===== src/rtl/bcd_score_keeper.sv =====
// Decimal score keeper: award FIFO, digit-serial saturating BCD adder, high-score register
// and active-low seven-segment display of either score.
module bcd_score_keeper #(
  parameter int unsigned DIGITS     = 4,
  parameter int unsigned PTS_DIGITS = 2,
  parameter int unsigned QDEPTH     = 4,
  parameter bit          BLANK_LZ   = 1'b1
) (
  input  logic                    clk,
  input  logic                    reset,
  input  logic                    award_valid,
  input  logic [4*PTS_DIGITS-1:0] award_pts,
  output logic                    award_ready,
  input  logic                    new_game,
  input  logic                    game_over,
  input  logic                    show_high,
  output logic [4*DIGITS-1:0]     score_bcd,
  output logic [4*DIGITS-1:0]     high_bcd,
  output logic                    busy,
  output logic                    saturated,
  output logic                    dropped,
  output logic [7*DIGITS-1:0]     hex
);

  localparam int unsigned AW = $clog2(QDEPTH);
  localparam int unsigned CW = $clog2(QDEPTH + 1);
  localparam int unsigned IW = $clog2(DIGITS);
  localparam logic [IW-1:0] LastIdx = IW'(DIGITS - 1);
  localparam logic [4*DIGITS-1:0] AllNines = {DIGITS{4'h9}};

  typedef enum logic [1:0] {StIdle, StAdd, StHiscore} state_e;

  state_e                  state;
  logic [AW-1:0]           rd_ptr;
  logic [AW-1:0]           wr_ptr;
  logic [CW-1:0]           count;
  logic [4*PTS_DIGITS-1:0] fifo_mem [QDEPTH];
  logic [4*DIGITS-1:0]     op;
  logic [4*DIGITS-1:0]     work;
  logic [IW-1:0]           idx;
  logic                    carry;
  logic                    go_pending;

  logic [4*PTS_DIGITS-1:0] pts_clamped;
  logic                    push;
  logic                    pop;
  logic [4:0]              add_sum;
  logic                    add_carry;
  logic [3:0]              add_digit;
  logic [4*DIGITS-1:0]     work_next;
  logic [4*DIGITS-1:0]     disp;
  logic                    zero_above;

  assign award_ready = (count < CW'(QDEPTH));
  assign push        = award_valid && award_ready && !new_game && !reset;
  assign pop         = (state == StIdle) && (count != '0);
  assign busy        = (state != StIdle) || (count != '0) || go_pending;

  always_comb begin
    pts_clamped = award_pts;
    for (int i = 0; i < int'(PTS_DIGITS); i++) begin
      if (award_pts[4*i +: 4] > 4'd9) pts_clamped[4*i +: 4] = 4'd9;
    end
  end

  // One decimal digit of score + operand + carry per ADD cycle.
  always_comb begin
    add_sum   = 5'(score_bcd[4*idx +: 4]) + 5'(op[4*idx +: 4]) + 5'(carry);
    add_carry = (add_sum > 5'd9);
    add_digit = add_carry ? 4'(add_sum - 5'd10) : add_sum[3:0];
    work_next = work;
    work_next[4*idx +: 4] = add_digit;
  end

  always_ff @(posedge clk) begin
    if (push) fifo_mem[wr_ptr] <= pts_clamped;
  end

  always_ff @(posedge clk) begin
    if (reset) begin
      state      <= StIdle;
      rd_ptr     <= '0;
      wr_ptr     <= '0;
      count      <= '0;
      op         <= '0;
      work       <= '0;
      idx        <= '0;
      carry      <= 1'b0;
      go_pending <= 1'b0;
      score_bcd  <= '0;
      high_bcd   <= '0;
      saturated  <= 1'b0;
      dropped    <= 1'b0;
    end else if (new_game) begin
      // Abort everything in flight; the high score survives.
      state      <= StIdle;
      rd_ptr     <= '0;
      wr_ptr     <= '0;
      count      <= '0;
      idx        <= '0;
      carry      <= 1'b0;
      go_pending <= 1'b0;
      score_bcd  <= '0;
      saturated  <= 1'b0;
      dropped    <= 1'b0;
    end else begin
      if (award_valid && !award_ready) dropped <= 1'b1;
      if (push) wr_ptr <= wr_ptr + 1'b1;
      count <= count + CW'(push) - CW'(pop);
      if (game_over) go_pending <= 1'b1;

      case (state)
        StIdle: begin
          if (pop) begin
            op     <= (4*DIGITS)'(fifo_mem[rd_ptr]);
            rd_ptr <= rd_ptr + 1'b1;
            idx    <= '0;
            carry  <= 1'b0;
            work   <= '0;
            state  <= StAdd;
          end else if (go_pending) begin
            state <= StHiscore;
          end
        end
        StAdd: begin
          work  <= work_next;
          carry <= add_carry;
          if (idx == LastIdx) begin
            if (add_carry) begin
              score_bcd <= AllNines;
              saturated <= 1'b1;
            end else begin
              score_bcd <= work_next;
            end
            state <= StIdle;
          end else begin
            idx <= idx + 1'b1;
          end
        end
        StHiscore: begin
          // Valid BCD orders the same as its binary encoding.
          if (score_bcd > high_bcd) high_bcd <= score_bcd;
          go_pending <= 1'b0;
          state      <= StIdle;
        end
        default: state <= StIdle;
      endcase
    end
  end

  function automatic logic [6:0] seg7(input logic [3:0] d);
    case (d)
      4'd0:    seg7 = 7'b1000000;
      4'd1:    seg7 = 7'b1111001;
      4'd2:    seg7 = 7'b0100100;
      4'd3:    seg7 = 7'b0110000;
      4'd4:    seg7 = 7'b0011001;
      4'd5:    seg7 = 7'b0010010;
      4'd6:    seg7 = 7'b0000010;
      4'd7:    seg7 = 7'b1111000;
      4'd8:    seg7 = 7'b0000000;
      4'd9:    seg7 = 7'b0010000;
      default: seg7 = 7'h7F;
    endcase
  endfunction

  always_comb begin
    disp       = show_high ? high_bcd : score_bcd;
    hex        = '1;
    zero_above = 1'b1;
    for (int k = int'(DIGITS) - 1; k >= 0; k--) begin
      zero_above = zero_above & (disp[4*k +: 4] == 4'd0);
      if (BLANK_LZ && (k != 0) && zero_above) hex[7*k +: 7] = 7'h7F;
      else                                    hex[7*k +: 7] = seg7(disp[4*k +: 4]);
    end
  end

endmodule


===== config.mk =====
export PLATFORM = sky130hd
export DESIGN_NAME = bcd_score_keeper
export DESIGN_NICKNAME = d
export VERILOG_FILES = /design/src/rtl/bcd_score_keeper.sv
export SDC_FILE = /design/constraint.sdc
export NUM_CORES = 1
export LEC_CHECK = 0
export ABC_CLOCK_PERIOD_IN_PS = 6000
export CORE_MARGIN = 2
export CORE_UTILIZATION = 55
export CTS_CLUSTER_SIZE = 30
export DETAILED_ROUTE_END_ITERATION = 7
export PLACE_DENSITY = 0.89
export RECOVER_POWER = 100
export SYNTH_ARGS = -nofsm -noshare
export SYNTH_HDL_FRONTEND = slang
export SYNTH_SLANG_ARGS = --single-unit

===== constraint.sdc =====
create_clock -name clk -period 6 [get_ports clk]
set_input_delay 0.9 -clock clk [delete_from_list [all_inputs] [get_ports clk]]
set_output_delay 0.9 -clock clk [all_outputs]
set_load 0.02 [all_outputs]

After elaboration in Yosys (flattened, before gate mapping) --
Memory sizes are Yosys's and may differ from the RTL's. A register that Yosys moved wholly into a read port is not among the register bits. Index checks and enable logic that the tools add are counted.
Operators by class: shift operators 4, add/sub/neg operators 9, order comparisons 5, eq/ne operators 7, divide/modulo/power cells 0, $mul 0, bitwise gates (word level) 3, muxes and demuxes 22, reduce and logical (&&, ||, !) cells 28
Operator list (number):
- $mux W16 | 3
- $neg A4 Y34 | 1
- $shift A4 B34 Y16 const A | 1
- $shiftx A4 B34 Y16 | 1
- $pmux W16 S2 | 1
- $shiftx A16 B5 Y4 | 2
- $mux W7 | 3
- $bwmux W16 | 1
- $gt A16 B16 Y1 | 1
- $reduce_and A3 Y1 | 5
- $logic_not A4 Y1 | 3
- $mux W4 | 3
- $mux W2 | 5
- $gt A4 B4 Y1 const B | 2
- $pmux W2 S2 | 2
- $reduce_and A2 Y1 | 4
- $add A2 B1 Y2 const B | 3
- $ne A2 B2 Y1 const B | 3
- $add A4 B4 Y5 | 1
- $add A5 B1 Y5 | 1
- $gt A5 B4 Y1 const B | 1
- $logic_and A1 B1 Y1 | 5
- $eq A2 B2 Y1 const B | 2
- $reduce_bool A2 Y1 | 2
- 16 further kinds | 22
Word-level totals: bits of input ports 14, logic and storage cells 95, memories 5, output and inout port bits 64, bits in registers 63, latch bits 0, RAM bits 32, bits in read-only memories 448
Memories:
- (name not given) | depth 16, bits a word 7, read ports 1, clocked after Yosys merged registers in 0, write ports 0, line 152 | case (d)
- (name not given) | depth 16, bits a word 7, read ports 1, clocked after Yosys merged registers in 0, write ports 0, line 152
- (name not given) | depth 16, bits a word 7, read ports 1, clocked after Yosys merged registers in 0, write ports 0, line 152
- (name not given) | depth 16, bits a word 7, read ports 1, clocked after Yosys merged registers in 0, write ports 0, line 152
- fifo_mem | depth 4, bits a word 8, read ports 1, clocked after Yosys merged registers in 1, write ports 1, line 37 | logic [4*PTS_DIGITS-1:0] fifo_mem [QDEPTH];

Logic depth before layout (Yosys ltp) --
depth after elaboration 8, mapped depth 14, gate-level depth less buffers 13

Worst setup path before layout --
No wires, ideal clock.
path type input-to-output, start point input port show_high, end point output port hex[13], stages on the path 10, arrival 3.093 ns, data required time 5.100 ns, buffers on the path 2, path slack 2.007 ns, cells stage by stage buf_2 buf_2 mux2_2 inv_1 ha_1 o211a_1 and3_1 nand2b_1 o22ai_1 a21oi_1
Between the ends: longest elaborated chain between the ends 5, elaborated cells between the ends (all ways) 8, those cells by class mux (2); bitwise (2); reduce/logical (3); memory (1)
Ends and longest elaborated chain:
- start, declared | line 16 | input logic show_high,
- $mux W16 (*) | line 168 | disp = show_high ? high_bcd : score_bcd;
- parallel branches: the longest is 3 deep, another holds $mem_v2 Z16 W7
- $mux W7 (*) | line 173 | if (BLANK_LZ && (k != 0) && zero_above) hex[7*k +: 7] = 7'h7F;
- end, declared | line 22 | output logic [7*DIGITS-1:0] hex
Mark *: on every way between the ends.

Worst setup path in the final report --
start point input port show_high, end point output port hex[12]
The elaborated chain is that of the path after synthesis.

==> out/metrics.yaml <==
clocking:
  clock-root-buffer: "sky130_fd_sc_hd__clkbuf_8"
  cts.reportedPaths.clkPinSlew_ns: 0.10
  hold_buffers: 0
  clock_h_tree_levels: 3
  clkSinkCount: 103
  maximum_root_to_sink_buffer_count: 2
  tritoncts.num_buffers: 9
  ctsResizeCount: 0
  clkLatencyLatePin_ns: 0.37
  tritoncts_clock_tree: "yes"
  cts_setup_buffers: 0
routing:
  wl_met1_mm: 6.14
  drt-initial-drc-count: 547
  routed.top_layer: "met4"
  routed_wire_length_per_instance_um: 16.9
  wl_met3_um: 849
  ant_nets: 0
  met2_length_mm: 7.37
  drt_first_pass_iters: 5
  vias_per_cell: 5.89
  num_vias: 5144
  drt_drc_violations_left: 0
  wl_mm: 14.8
timing:
  timing.final.hold_violations: 0
  slew_viols_final: 52
  worst_slew_pin_slew_ns: 1.80
  setup_repair_after_global_routing_missed_its_margin: "no"
  skew_ns: 0.0148
  max-slew-margin-rel: -0.201
  post-route-period-util: 0.885
  final-setup-viol-count: 0
  achievable-frequency_mhz: 188
  min_period_ns: 5.31
  finalSetupTns_ns: 0
yosys:
  synth_sequential_area_ratio: 0.386
  synth_area_leaders: "sky130_fd_sc_hd__dfxtp_1 23%, sky130_fd_sc_hd__edfxtp_1 16%, sky130_fd_sc_hd__ha_1 11%, sky130_fd_sc_hd__mux2i_1 5.5%, sky130_fd_sc_hd__a21oi_1 5.2%"
  synth_top_cell_area_share: 0.230
  synth.cell_area_um2: 6170
  synthesis.instances: 662
  postSynthAreaPerCell_um2: 9.33
  synth.largest_area_cell: "sky130_fd_sc_hd__dfxtp_1"
  synthesis.nets: 731
  synth-main-ff-cell: "sky130_fd_sc_hd__dfxtp_1"
  yosys_warnings: 0
  synth.distinct_cells: 55
  ys_seq_elements: 103
  synthArstFlopShare: 0
  synth-edff-count: 32
power:
  static-leakage-power_nw: 2.78
  report.power.total_mw: 1.59
  power.density_cell_area_nw_per_um2: 221
  irDropWorstVdd_mv: 0.285
floorplanning:
  ios: 78
  rows: 38
  die_area_um2: 12100
  design.core.area_um2: 10900
  floorplan.initialDensity: 0.567
  chipHeight_um: 110
  floorplan.die.width_um: 110
global_routing:
  initial_antenna_violation_count: 0
  vias_in_the_first_global_route: 5017
  grt_first_pass_wirelength_mm: 23.9
  grt_start_max_net_pins: 52
  global_route.overflow_total: 0
  grt.total_usage: 0.254
critical_path:
  crit_path_top_delay_cell: "sky130_fd_sc_hd__dlygate4sd3_1"
  critPathRequiredTime_ns: 5.10
  worst_setup_path_start_kind: "input port"
  path_class: "input port to primary output"
  worstSetupEndpointType: "primary output"
  crit_top_cell: "sky130_fd_sc_hd__dlygate4sd3_1"
  timing.critical_path.slowest_cell_delay_ns: 0.89
  crit_arrival_ns: 4.41
  cp_cell_sequence: "dlygate4sd3_1 > buf_4 > mux2_2 > inv_1 > ha_1 > o211a_1 > and3_1 > nand2b_1 > o22ai_1 > a21oi_1 > dlygate4sd3_1"
  cp_top_family: "buffers and inverters"
  crit_path_max_fanout: 12
  cp_num_buf_inv: 4
min_path:
  hold_path.class: "register to register"
placed_design:
  place.detailed.hpwl_mm: 11.0
  gp_congestion: 0.926
  port_buffers: 77
job:
  cap_violations: 1
layout:
  layout.cells.most_common: "sky130_fd_sc_hd__dfxtp_1"
  layout-drive-gt1-share: 0.0655
  insertedDiodeCount: 0
  layout.nets: 797
  area_growth_pct: 16.6
  filler_cell_count: 860
  final_cell_mix: "71 x sky130_fd_sc_hd__dfxtp_1, 66 x sky130_fd_sc_hd__dlygate4sd3_1, 64 x sky130_fd_sc_hd__a21oi_1"
outcome:
  run_status: "finished, violations left"
  violated_checks: "max-capacitance violations, max-slew violations"
-- worst paths after layout --
kind	startpoint	endpoint	cells after the start	slack (ns)
worst max-delay path	show_high	hex[12]	11	0.69
worst min-delay path	op[1]$_SDFFE_PP0P_	op[1]$_SDFFE_PP0P_	2	0.46
worst max register to register	idx[0]$_SDFFE_PP0P_	work[14]$_SDFFE_PP0P_	13	0.93
worst min register to register	op[1]$_SDFFE_PP0P_	op[1]$_SDFFE_PP0P_	2	0.46
-- per-layer routing --
metal / vias to the layer above / GRT usage
met2: 215 / 0.442
met4: 0 / 0.118
met5: - / 0
met3: 39 / 0.0415
li1: 2467 / -
met1: 2423 / 0.306
-- stage by stage --
step	cell area, um2	hold slack (ns)	std cells	setup slack (ns)	util
after floorplan	6170	0.422	662	2.01	-
after global placement	7030	0.434	857	1.01	0.646
after detailed placement	7030	0.438	857	0.868	0.646
after CTS	7220	0.451	873	0.860	0.663
after global routing	7200	0.475	873	0.516	0.661
final	7200	0.464	873	0.691	0.661
-- registers in the layout (all words and copies together) (netlist names) --
register / cells
fifo_mem: 32
high_bcd: 16
score_bcd: 16
work: 16
op: 8
count: 3
idx: 2
rd_ptr: 2
state: 2
wr_ptr: 2
carry: 1
dropped: 1
go_pending: 1
saturated: 1
-- cell usage after synthesis, drive strengths merged, types with 7 or more instances --
cell type and instances:
dfxtp 71, a21oi 65, nand2 61, ha 52, inv 44, o21ai 43
nor2 42, nand2b 41, mux2i 34, edfxtp 32, clkbuf 19, nor2b 18
nand3 17, nor3 17, mux4 12, mux2 10, and3 9, o22ai 9
buf 7
-- power breakdown --
part / switching, mW / internal, mW
clock: 0.262 / 0.160
combinational: 0.224 / 0.156
sequential: 0.0380 / 0.751
total: 0.524 / 1.07
-- worst reg2reg max path, stage by stage (launching register included) --
cell	delay, ns
sky130_fd_sc_hd__dfxtp_1	0.62
sky130_fd_sc_hd__clkbuf_1	0.42
sky130_fd_sc_hd__mux2_2	0.39
sky130_fd_sc_hd__nand2_1	0.10
sky130_fd_sc_hd__fa_1	0.27
sky130_fd_sc_hd__inv_1	0.09
sky130_fd_sc_hd__fa_1	0.41
sky130_fd_sc_hd__xor2_1	0.44
sky130_fd_sc_hd__inv_1	0.15
sky130_fd_sc_hd__ha_1	0.28
sky130_fd_sc_hd__a21o_1	0.18
sky130_fd_sc_hd__o21ai_0	0.92
sky130_fd_sc_hd__mux2i_1	0.36
sky130_fd_sc_hd__a32o_1	0.35
-- cell families (layout without fill, tap and decap cells) --
| family | after synthesis | count (layout) | share of synthesized area |
|---|---|---|---|
| AOI/OAI and AO/OA | 147 | 147 | 0.143 |
| xor gates and xnor gates | 7 | 7 | 0.00993 |
| adders and majority gates | 55 | 55 | 0.115 |
| buffers and inverters | 70 | 141 | 0.0458 |
| DFF | 103 | 103 | 0.386 |
| muxes | 56 | 56 | 0.117 |
| and+or+nand+nor | 224 | 224 | 0.183 |
-- cell type report --
cell class,instances,area (um2),area share
flip-flops and latches,103,2380,0.331
inverters,44,165,0.0229
clock buffers,9,124,0.0172
multi-input cells,489,3500,0.486
clock inverters,7,63.8,0.00886
well taps,140,175,0.0243
repair buffers,81,793,0.110
(Power assumes the default switching activity.)
